`config.mk`:
```
export PLATFORM = sky130hd
export DESIGN_NAME = four_serial_sub_flat
export DESIGN_NICKNAME = d
export VERILOG_FILES = /design/src/rtl/four_serial_sub_if.sv /design/src/rtl/four_serial_sub.sv /design/src/flat_wrapper.sv
export SDC_FILE = /design/constraint.sdc
export NUM_CORES = 1
export LEC_CHECK = 0
export ABC_AREA = 1
export CORE_MARGIN = 2
export CORE_UTILIZATION = 40
export CTS_CLUSTER_SIZE = 24
export DETAILED_ROUTE_END_ITERATION = 10
export PLACE_DENSITY_LB_ADDON = 0.08
export SYNTH_ARGS = -nofsm -noshare
export SYNTH_HDL_FRONTEND = slang
export SYNTH_SLANG_ARGS = --single-unit
export TNS_END_PERCENT = 1
```
`constraint.sdc`:
```
create_clock -name clk -period 3.2 [get_ports clk]
set_clock_uncertainty 0.15 [all_clocks]
set_input_delay 0.32 -clock clk [delete_from_list [all_inputs] [get_ports clk]]
set_output_delay 0.32 -clock clk [all_outputs]
set_load 0.02 [all_outputs]
```
`src/rtl/four_serial_sub_if.sv`:
```
// Handshake and data bundle for the bit-serial subtractor.
//
// Signals:
//   start      - request to begin a subtraction (requester -> subtractor)
//   A, B, bin  - minuend, subtrahend and borrow-in, captured with start
//   busy       - subtraction in progress (subtractor -> requester)
//   done       - one-cycle pulse when D/bout/v carry a new result
//   D          - difference A - B - bin, modulo 2^WIDTH
//   bout       - borrow-out, set when A < B + bin (unsigned)
//   v          - two's-complement overflow of the subtraction
//
// The master modport is the requester side; the slave modport is the subtractor.
interface four_serial_sub_if #(
    parameter int WIDTH = 4
) ();
    logic             start;
    logic [WIDTH-1:0] A;
    logic [WIDTH-1:0] B;
    logic             bin;
    logic             busy;
    logic             done;
    logic [WIDTH-1:0] D;
    logic             bout;
    logic             v;

    modport master (
        output start, A, B, bin,
        input  busy, done, D, bout, v
    );

    modport slave (
        input  start, A, B, bin,
        output busy, done, D, bout, v
    );
endinterface

```
`src/rtl/four_serial_sub.sv`:
```
// Bit-serial subtractor: computes A - B - bin one bit per clock, LSB first.
// Operands are captured when start is seen in IDLE; WIDTH cycles later the
// difference, borrow-out and overflow flag are published together with a
// one-cycle done pulse. Results hold between completions.
//
// Ports:
//   clk  - clock, all state changes on its rising edge
//   rst  - synchronous active-high reset
//   bus  - four_serial_sub_if slave modport (start/A/B/bin in,
//          busy/done/D/bout/v out)
module four_serial_sub #(
    parameter int WIDTH = 4
) (
    input  logic              clk,
    input  logic              rst,
    four_serial_sub_if.slave  bus
);

    localparam int CNT_W = (WIDTH > 2) ? $clog2(WIDTH) : 1;

    typedef enum logic {
        IDLE,
        RUN
    } state_t;

    state_t           state_q, state_d;
    logic [WIDTH-1:0] a_q, a_d;
    logic [WIDTH-1:0] b_q, b_d;
    logic [WIDTH-1:0] res_q, res_d;
    logic [WIDTH-1:0] d_q, d_d;
    logic [CNT_W-1:0] cnt_q, cnt_d;
    logic             br_q, br_d;
    logic             a_msb_q, a_msb_d;
    logic             b_msb_q, b_msb_d;
    logic             bout_q, bout_d;
    logic             v_q, v_d;
    logic             done_q, done_d;
    logic             diff_bit;
    logic             borrow_next;

    // Full-subtractor cell applied to the current LSBs of the shift registers.
    always_comb begin
        diff_bit    = a_q[0] ^ b_q[0] ^ br_q;
        borrow_next = (~a_q[0] & b_q[0]) | (~a_q[0] & br_q) | (b_q[0] & br_q);
    end

    // Next-state and datapath logic. The operand MSBs are kept separately
    // because the shift registers have lost them by the time overflow is
    // evaluated. Result bits enter at the top so that after WIDTH shifts the
    // first (LSB) bit has reached bit 0.
    always_comb begin
        state_d = state_q;
        a_d     = a_q;
        b_d     = b_q;
        res_d   = res_q;
        d_d     = d_q;
        cnt_d   = cnt_q;
        br_d    = br_q;
        a_msb_d = a_msb_q;
        b_msb_d = b_msb_q;
        bout_d  = bout_q;
        v_d     = v_q;
        done_d  = 1'b0;

        case (state_q)
            IDLE: begin
                if (bus.start) begin
                    a_d     = bus.A;
                    b_d     = bus.B;
                    br_d    = bus.bin;
                    a_msb_d = bus.A[WIDTH-1];
                    b_msb_d = bus.B[WIDTH-1];
                    res_d   = '0;
                    cnt_d   = '0;
                    state_d = RUN;
                end
            end
            RUN: begin
                a_d   = a_q >> 1;
                b_d   = b_q >> 1;
                br_d  = borrow_next;
                res_d = {diff_bit, res_q[WIDTH-1:1]};
                cnt_d = cnt_q + 1'b1;
                // Last bit: publish the result on the same edge that
                // returns to IDLE, so busy and done never overlap.
                if (cnt_q == CNT_W'(WIDTH - 1)) begin
                    d_d     = res_d;
                    bout_d  = borrow_next;
                    v_d     = (a_msb_q != b_msb_q) & (diff_bit != a_msb_q);
                    done_d  = 1'b1;
                    state_d = IDLE;
                end
            end
            default: state_d = IDLE;
        endcase
    end

    // State register; reset wins over both start and completion.
    always_ff @(posedge clk) begin
        if (rst) begin
            state_q <= IDLE;
            a_q     <= '0;
            b_q     <= '0;
            res_q   <= '0;
            d_q     <= '0;
            cnt_q   <= '0;
            br_q    <= 1'b0;
            a_msb_q <= 1'b0;
            b_msb_q <= 1'b0;
            bout_q  <= 1'b0;
            v_q     <= 1'b0;
            done_q  <= 1'b0;
        end else begin
            state_q <= state_d;
            a_q     <= a_d;
            b_q     <= b_d;
            res_q   <= res_d;
            d_q     <= d_d;
            cnt_q   <= cnt_d;
            br_q    <= br_d;
            a_msb_q <= a_msb_d;
            b_msb_q <= b_msb_d;
            bout_q  <= bout_d;
            v_q     <= v_d;
            done_q  <= done_d;
        end
    end

    assign bus.busy = (state_q == RUN);
    assign bus.done = done_q;
    assign bus.D    = d_q;
    assign bus.bout = bout_q;
    assign bus.v    = v_q;

endmodule

```
`src/flat_wrapper.sv`:
```
// flat-port wrapper written by rule: the top's interface ports become plain ports
module four_serial_sub_flat 
#(
    parameter int WIDTH = 4
)
  (clk, rst, bus_start, bus_A, bus_B, bus_bin, bus_busy, bus_done, bus_D, bus_bout, bus_v);
  four_serial_sub_if #(.WIDTH(WIDTH)) bus_i ();
  input  logic clk;
  input  logic rst;
  input wire logic [$bits(bus_i.start)-1:0] bus_start;
  input wire logic [$bits(bus_i.A)-1:0] bus_A;
  input wire logic [$bits(bus_i.B)-1:0] bus_B;
  input wire logic [$bits(bus_i.bin)-1:0] bus_bin;
  output wire logic [$bits(bus_i.busy)-1:0] bus_busy;
  output wire logic [$bits(bus_i.done)-1:0] bus_done;
  output wire logic [$bits(bus_i.D)-1:0] bus_D;
  output wire logic [$bits(bus_i.bout)-1:0] bus_bout;
  output wire logic [$bits(bus_i.v)-1:0] bus_v;
  assign bus_i.start = bus_start;
  assign bus_i.A = bus_A;
  assign bus_i.B = bus_B;
  assign bus_i.bin = bus_bin;
  assign bus_busy = bus_i.busy;
  assign bus_done = bus_i.done;
  assign bus_D = bus_i.D;
  assign bus_bout = bus_i.bout;
  assign bus_v = bus_i.v;
  four_serial_sub #(.WIDTH(WIDTH)) u_core (.clk(clk), .rst(rst), .bus(bus_i));
endmodule
```
# --- Word-level counts from Yosys, hierarchy flattened ---
# Cells that the tools add are included.
totals:
  ff_bits: 25
  inputBits: 12
  out_inout_bits: 8
  elab_cells: 44
op_classes:
  add_sub_neg: 1
  eq_ne: 4
  mux: 14
  bitwise_logic: 10
  reduce_logical: 3
ops:
  columns: ["op", "count"]
  rows:
  - ["4-bit case mux with 2 select lines", 3]
  - ["4-bit two-way mux", 3]
  - ["1-bit AND", 4]
  - ["1-bit two-way mux", 4]
  - ["1-bit case mux with 2 select lines", 2]
  - ["2-bit case mux with 2 select lines", 1]
  - ["2-bit AND reduction", 2]
  - ["2-bit by 1-bit adder with 2-bit output, second input constant", 1]
  - ["2-bit == test, second input constant", 1]
  - ["2-bit two-way mux", 1]
  - ["1-bit inequality test", 2]
  - ["2-bit inequality test, second input constant", 1]
  - ["1-bit inverter", 2]
  - ["1-bit OR", 2]
  - ["2-bit OR reduction", 1]
  - ["1-bit XOR", 2]

# --- Longest topological paths before layout ---
# Gate-level depths: netlist (run 1).
logic_depth:
  depth_word: 5
  ltp_mapped: 7
  mapped_depth_nobuf: 7

# --- Least setup slack after synthesis (run 1) ---
# Ideal clock, no wire load.
synth_path:
  kind: "register to register"
  from: "register u_core.br_q"
  to: "register u_core.v_q, in the netlist u_core.bus.v"
  setup_time_ns: 0.112
  t_arrival_ns: 1.158
  t_required_ns: 2.938
  path_slack_ns: 1.780
  stages_incl_launch_ff: 8
  path_buffers: 0
  period_less_slack_ns: 1.420
  path_cell_list: "dfxtp_1 > inv_1 > fa_1 > inv_1 > nand3b_1 > nand2_1 > nand2_1 > nand2_1"
synth_via:
  elab_chain_len: 3
synth_lines:
  columns: ["element", "line", "rtl"]
  rows:
  - ["start: declaration", "four_serial_sub.sv:32", "logic br_q, br_d;"]
  - ["start signal: assignment", "four_serial_sub.sv:120", "br_q <= br_d;"]
  - ["1-bit XOR", "four_serial_sub.sv:43", "diff_bit = a_q[0] ^ b_q[0] ^ br_q;"]
  - ["named net u_core.diff_bit", "four_serial_sub.sv:38", "logic diff_bit;"]
  - ["1-bit inequality test", "four_serial_sub.sv:89", "v_d = (a_msb_q != b_msb_q) & (diff_bit != a_msb_q);"]
  - ["1-bit AND", "four_serial_sub.sv:89", null]
  - ["end signal: assignment", "four_serial_sub.sv:124", "v_q <= v_d;"]
  - ["end: declaration", "four_serial_sub.sv:36", "logic v_q, v_d;"]
# The timed path passes the listed nets, and every way through them passes these cells.
# A chain may end at the register's enable or synchronous reset.

# --- Worst setup path in the final report (run 1) ---
layout_path:
  from: "register u_core.state_q, in the netlist u_core.bus.busy"
  to: "output bus_busy"
layout_rtl:
  columns: ["element", "line", "rtl"]
  rows:
  - ["start: declaration", "four_serial_sub.sv:26", "state_t state_q, state_d;"]
  - ["start signal: assignment", "four_serial_sub.sv:114", "state_q <= state_d;"]
  - ["end: declaration", "flat_wrapper.sv:14", "output wire logic [$bits(bus_i.busy)-1:0] bus_busy;"]
# No word-level cell between the ends.

==> impl_metrics.csv, run 1 <==
group,metric,value,unit
global_route,overflow,0,
floorplan,start_util,43.2,%
yosys,synth_top_cell_by_area,"dfxtp_1",
yosys,syn_avg_cell_area,7.50,sq um
cts,cts_setup_buffers,0,
pwr,power_frac_clock,36.0,%
cells_and_area,diodes,0,
setup_path,startpoint_type,"flip-flop",
pwr,finalPower,0.000599,W
cells_and_area,final_cell_mix,"50 x nand2_1, 24 x dfxtp_1, 19 x clkdlybuf4s50_1",
floorplan,die_width,53.6,microns
setup_path,worstReg2RegStart,"u_core.br_q$_SDFFE_PP0P_",
timing,max_freq,450,MHz
global_route,grt_pass1_wl,3.23,mm
global_route,grt_util_met1,20.0,%
yosys,synth_cell_types,19,
pwr,p_switching,0.000133,W
setup_path,worstPathMaxFanout,15,
timing,finalSetupViolations,0,
setup_path,cp.depth,1,
outcome,outcome,"complete, no violations",
setup_path,crit_buf_inv,1,
drt,drt_iter0_drc,11,
cts,clkSlewWorstSetupHoldPaths,0.13,ns
cts,clock_sinks,24,
cells_and_area,fillCellCount,219,
yosys,synth_top_area_share,48.9,%
setup_path,critPathSlowestCell,"dfxtp_1",
cells_and_area,syn_to_final_growth,25.5,%
cells_and_area,nets,165,
drt,firstDrtPassIters,3,
pwr,seqPwrFrac,53.4,%
pwr,ir_drop,378,uV
yosys,synthCells,131,
global_route,grt_busiest_layer,"met2",
yosys,yosysWarnings,0,
timing,max-slew-margin-rel,60.6,%
cts,clk_path_buf_depth,2,
cts,cts_tree,"built",
job,drv_cap,0,
drt,drt-total-wl,1.81,mm
cts,cts_hold_buf,0,
pwr,p_int,0.000466,W
timing,period_needed,2.22,ns
setup_path,startpoint,"u_core.bus.busy$_SDFF_PP0_",
floorplan,dieArea,0.00287,sq mm
setup_path,crit_family,"flip-flops",
timing,hold_violations,0,
drt,route.detailed.drc,0,
floorplan,core,0.00228,sq mm
floorplan,rows,17,
cts,cts_resized,0,
timing,tightestPinTransition,0.590,ns
cells_and_area,finalInstanceArea,0.00123,sq mm
global_route,grt_max_degree,16,
floorplan,ios,20,
global_route,track_usage,15.3,%
yosys,yosysSeqAreaShare,48.9,%
cts,cts_buffers,3,
setup_path,arrival,1.75,ns
pwr,p_leak,0.558,nW
global_route,grt_pass1_vias,742,
global_route,use_met3,5.83,%
cells_and_area,final_common_cell,"nand2_1",
timing,report.final.slew_viol_count,0,
drt,routed_via_density,4.66,
yosys,synth_fp_nets,145,
place,post-dp-hpwl,1.31,mm
setup_path,max_stage_delay,0.72,ns
place,place_congestion,0.755,
global_route,grt_use_met2,24.3,%
setup_path,crit_chain,"clkdlybuf4s50_1",
drt,post_drt_wl_per_cell,10.1,microns
floorplan,fp.dieH,53.6,microns
setup_path,r2r_end,"u_core.bus.v$_SDFFE_PP0P_",
setup_path,setup.worst_path.end,"bus_busy",
cells_and_area,multiInputGateArea,414,sq um
timing,finalCritPeriodShare,69.4,%
pwr,p_per_area,486,mW/mm^2
timing,timing.setup.tns,0,ns
timing,rsz0062_at_grt,"no",
drt,via_count,829,
place,post_dp_cell_area,0.00118,sq mm
setup_path,cp.required,2.73,ns
yosys,ys_seq_elements,24,
yosys,synth_area_leaders,"dfxtp_1 49%, nand2_1 19%, nand3_1 7.1%, a21oi_1 4.6%, inv_1 4.6%",
cts,root_buffer,"clkbuf_4",
global_route,antenna_found_initial,0,
cells_and_area,register_area,480,sq um
cells_and_area,finish.utilization,54.2,%
pwr,p_comb_share,10.5,%
cells_and_area,drive_above_1_share,8.67,%
setup_path,reg2reg_depth,7,
yosys,synth_area,982,sq um
place,port_buffers,19,
pwr,netSwitchingFraction,22.2,%
setup_path,reg2reg_slack,1.67,ns
setup_path,criticalPathCategory,"flip-flop to output pin",
hold_path,min_path_type,"flip-flop to flip-flop",
drt,ant_nets,0,
setup_path,crit_path_end_kind,"output pin",
cts,insertion_delay,0.31,ns
cts,htree_levels,1,
[state kept, by name, summed over array words and instances, names as in the netlist]
signal and flops:
u_core.b_msb_q 1, u_core.b_q 4, u_core.cnt_q 2, u_core.br_q 1, u_core.res_q 3, u_core.bus.bout 1
u_core.bus.D 4, u_core.bus.busy 1, u_core.a_q 4, u_core.bus.v 1, u_core.bus.done 1, u_core.a_msb_q 1
[stage by stage]
step           setup WS, ns  hold slack [ns]  cells
2_1_floorplan          1.78            0.255    131
3_3_place_gp           1.34            0.279    174
3_5_place_dp           1.33            0.289    174
4_1_cts               0.943            0.311    178
5_1_grt               0.888            0.336    178
6_report              0.978            0.305    178
[layer usage]
metal,share of wire (%),wire (microns)
met5,0,0
met4,0,0
met3,4.2,76
met2,44,792
met1,52,938
[how the worst min path moves through the flow]
stage	slack (ns)	from	depth (start not counted)	to
final	0.30	u_core.bus.D[0]$_SDFFE_PP0P_	2	u_core.bus.D[0]$_SDFFE_PP0P_
after global placement	0.28	u_core.bus.D[1]$_SDFFE_PP0P_	2	u_core.bus.D[1]$_SDFFE_PP0P_
after global routing	0.34	u_core.bus.D[3]$_SDFFE_PP0P_	2	u_core.bus.D[3]$_SDFFE_PP0P_
after floorplan	0.26	rst	1	u_core.bus.done$_SDFF_PP0_
after CTS	0.31	u_core.bus.D[0]$_SDFFE_PP0P_	2	u_core.bus.D[0]$_SDFFE_PP0P_
after detailed placement	0.29	u_core.bus.D[0]$_SDFFE_PP0P_	2	u_core.bus.D[0]$_SDFFE_PP0P_
[cells by family (layout without fill, tap and decap cells)]
logic type	count (synthesis)	after routing	synth area share [%]
AND/OR/NAND/NOR	74	74	33.2
buffers and inverters	20	39	8.92
adder cells (fa/ha/maj)	2	2	3.31
flip-flops	24	24	48.9
AO/OA/AOI/OAI	11	11	5.60
[area by class of cell]
class	count	area share, %
tap	28	2.84
clock buffer	3	1.83
timing repair buffer	19	15.4
inverter	16	4.87
multi-input combinational	87	33.6
sequential	24	39.0
clock inverter	1	2.44
[power groups by stage]
stage	clock network, W	registers (W)	logic [W]
floorplan	0	0.000324	0.0000428
CTS	0.000226	0.000321	0.0000638
global placement	0	0.000327	0.0000628
global route	0.000233	0.000322	0.0000721
finish	0.000216	0.000320	0.0000632
detailed placement	0	0.000327	0.0000635
[synthesized netlist by cell type (all sizes together)]
cell    instances
nand2          52
dfxtp          24
inv            16
nand3          14
a21oi           9
nor2            5
buf             3
nand3b          2
o21ai           2
clkbuf          1
fa              1
ha              1
nor3            1
(Power assumes the default switching activity.)
==> run 2: changes to the inputs <==
==> constraint.sdc (replaced) <==
create_clock -name clk -period 1.85 [get_ports clk]
set_clock_uncertainty 0.15 [all_clocks]
set_input_delay 0.185 -clock clk [delete_from_list [all_inputs] [get_ports clk]]
set_output_delay 0.185 -clock clk [all_outputs]
set_load 0.02 [all_outputs]
==> run 2 against run 1 <==
Flip-flop and latch count is the same. First-iteration DRC count grew 36%. Non-clock buffer count grew 3. Sequential share of layout area grew 0.24 points. Die area is the same. Setup slack lost 0.72 ns. Largest power group unchanged. Critical path depth is the same. Design area shrank 0.61%. Clock power is essentially flat. Final cell count grew 1.1%. Highest routed layer is now met4. Count of clock-buffer cells in the layout is the same. Register-to-register slack lost 1.4 ns.
==> impl_metrics.csv, run 2 (same netlist as run 1, synthesis figures left out) <==
group,metric,value,unit
cts,htree_levels,1,
setup_path,critPathSlowestCell,"clkdlybuf4s50_1",
cells_and_area,final_cell_mix,"50 x nand2_1, 24 x dfxtp_1, 19 x clkdlybuf4s50_1",
global_route,antenna_found_initial,0,
timing,finalWorstSetupSlack,0.262,ns
cts,clkSlewWorstSetupHoldPaths,0.12,ns
timing,max_freq,630,MHz
cts,cts_resized,0,
cells_and_area,syn_to_final_growth,24.7,%
hold_path,hold_end,"u_core.bus.D[1]$_SDFFE_PP0P_",
cells_and_area,nets,168,
job,drv_cap,0,
place,post-dp-hpwl,1.34,mm
timing,rsz0062_at_grt,"no",
setup_path,crit_path_end_kind,"output pin",
cells_and_area,fillCellCount,226,
setup_path,max_stage_delay,0.60,ns
cts,cts_hold_buf,0,
timing,period_needed,1.59,ns
drt,firstDrtPassIters,4,
setup_path,worstReg2RegStart,"u_core.br_q$_SDFFE_PP0P_",
cells_and_area,diodes,0,
timing,max-slew-margin-rel,76.9,%
setup_path,crit_family,"buffers and inverters",
global_route,grt_pass1_wl,3.18,mm
timing,tightestPinTransition,0.346,ns
place,dp_cells,177,
place,place_congestion,0.781,
drt,route.met2.wl,830,microns
cells_and_area,instances_no_fill,180,
setup_path,startpoint,"u_core.bus.v$_SDFFE_PP0P_",
setup_path,worstPathMaxFanout,2,
pwr,p_leak,0.559,nW
floorplan,rows,17,
hold_path,whs_path_depth,2,
outcome,outcome,"complete, no violations",
setup_path,cp.required,1.51,ns
global_route,grt_pass1_vias,738,
timing,finalCritPeriodShare,85.8,%
floorplan,die_width,53.6,microns
global_route,track_usage,15.4,%
cts,clock_sinks,24,
cells_and_area,final_common_cell,"nand2_1",
global_route,overflow,0,
timing,finalSetupViolations,0,
cells_and_area,finish.utilization,53.8,%
pwr,p_per_area,723,mW/mm^2
drt,wl_met1,903,microns
setup_path,criticalPathCategory,"flip-flop to output pin",
setup_path,crit_buf_inv,1,
drt,via_count,838,
drt,drt_iter0_drc,15,
floorplan,start_util,43.2,%
drt,post_drt_wl_per_cell,10.1,microns
timing,report.final.slew_viol_count,0,
drt,routed.top_layer,"met4",
floorplan,ios,20,
setup_path,reg2reg_slack,0.31,ns
cells_and_area,drive_above_1_share,9.87,%
drt,route.detailed.drc,0,
pwr,ir_drop,579,uV
setup_path,arrival,1.25,ns
cts,cts_setup_buffers,0,
cts,cts_buffers,3,
global_route,grt_max_degree,16,
floorplan,fp.dieH,53.6,microns
drt,routed_via_density,4.66,
timing,timing.setup.tns,0,ns
drt,route.met3.wl,75,microns
hold_path,min_path_type,"flip-flop to flip-flop",
setup_path,reg2reg_depth,7,
place,port_buffers,19,
setup_path,startpoint_type,"flip-flop",
drt,ant_nets,0,
hold_path,hp-start,"u_core.bus.D[1]$_SDFFE_PP0P_",
timing,hold_violations,0,
floorplan,dieArea,0.00287,sq mm
cts,root_buffer,"clkbuf_4",
drt,drt-total-wl,1.82,mm
setup_path,crit_chain,"clkdlybuf4s50_1",
cts,clk_path_buf_depth,2,
timing,holdWs,0.303,ns
cts,insertion_delay,0.30,ns
cts,cts_tree,"built",
floorplan,core,0.00228,sq mm
setup_path,r2r_end,"u_core.bus.v$_SDFFE_PP0P_",
place,post-place-ws,0.340,ns
-- run 2: changes by cell type in the layout (fill, tap and decap cells not counted), sizes merged --
| cell | before | now |
|---|---|---|
| bufinv | 1 | 0 |
| buf | 0 | 3 |
-- run 2: worst max path at each step --
stage	end	slack [ns]	cells past startpoint
after detailed placement	u_core.bus.v$_SDFFE_PP0P_	0.34	7
after floorplan	u_core.bus.v$_SDFFE_PP0P_	0.43	7
after CTS	bus_busy	0.24	1
final	bus_v	0.26	1
after global routing	u_core.bus.v$_SDFFE_PP0P_	0.17	7
after global placement	u_core.b_q[0]$_SDFFE_PP0P_	0.35	6
-- run 2: layout make-up --
class	count	area, sq um	share of cell area (%)
clock buffer	3	22.5	1.84
inverter	16	60.1	4.90
multi-input combinational	87	414	33.8
sequential	24	480	39.2
tap	28	35.0	2.86
timing repair buffer	22	213	17.4
-- run 2: power breakdown --
part	switching [W]	internal (W)	total, W
combinational	0.0000664	0.0000559	0.000122
clock	0.000140	0.0000759	0.000216
sequential	0.0000112	0.000536	0.000547
total	0.000217	0.000668	0.000885
-- run 2: per-stage QoR --
stage	instance area, sq um	power (W)
final	1220	0.000885
after floorplan	982	0.000635
after detailed placement	1200	0.000682
after global routing	1220	0.000944
after global placement	1200	0.000680
after CTS	1220	0.000905
-- run 2: layer usage --
metal / vias up / global-route usage, %
met5: - / 0
met4: 0 / 2.56
met3: 2 / 5.83
met2: 13 / 23.9
met1: 373 / 20.7
li1: 450 / -
==> run 3: changes to the inputs <==
--- a/config.mk
+++ b/config.mk
@@ -11,6 +11,7 @@
 export CTS_CLUSTER_SIZE = 24
 export DETAILED_ROUTE_END_ITERATION = 10
 export PLACE_DENSITY_LB_ADDON = 0.08
+export SKIP_CTS_REPAIR_TIMING = 1
 export SYNTH_ARGS = -nofsm -noshare
 export SYNTH_HDL_FRONTEND = slang
 export SYNTH_SLANG_ARGS = --single-unit
==> results of run 3 <==
The final DEF is identical to that of run 2; final timing and power are the same.
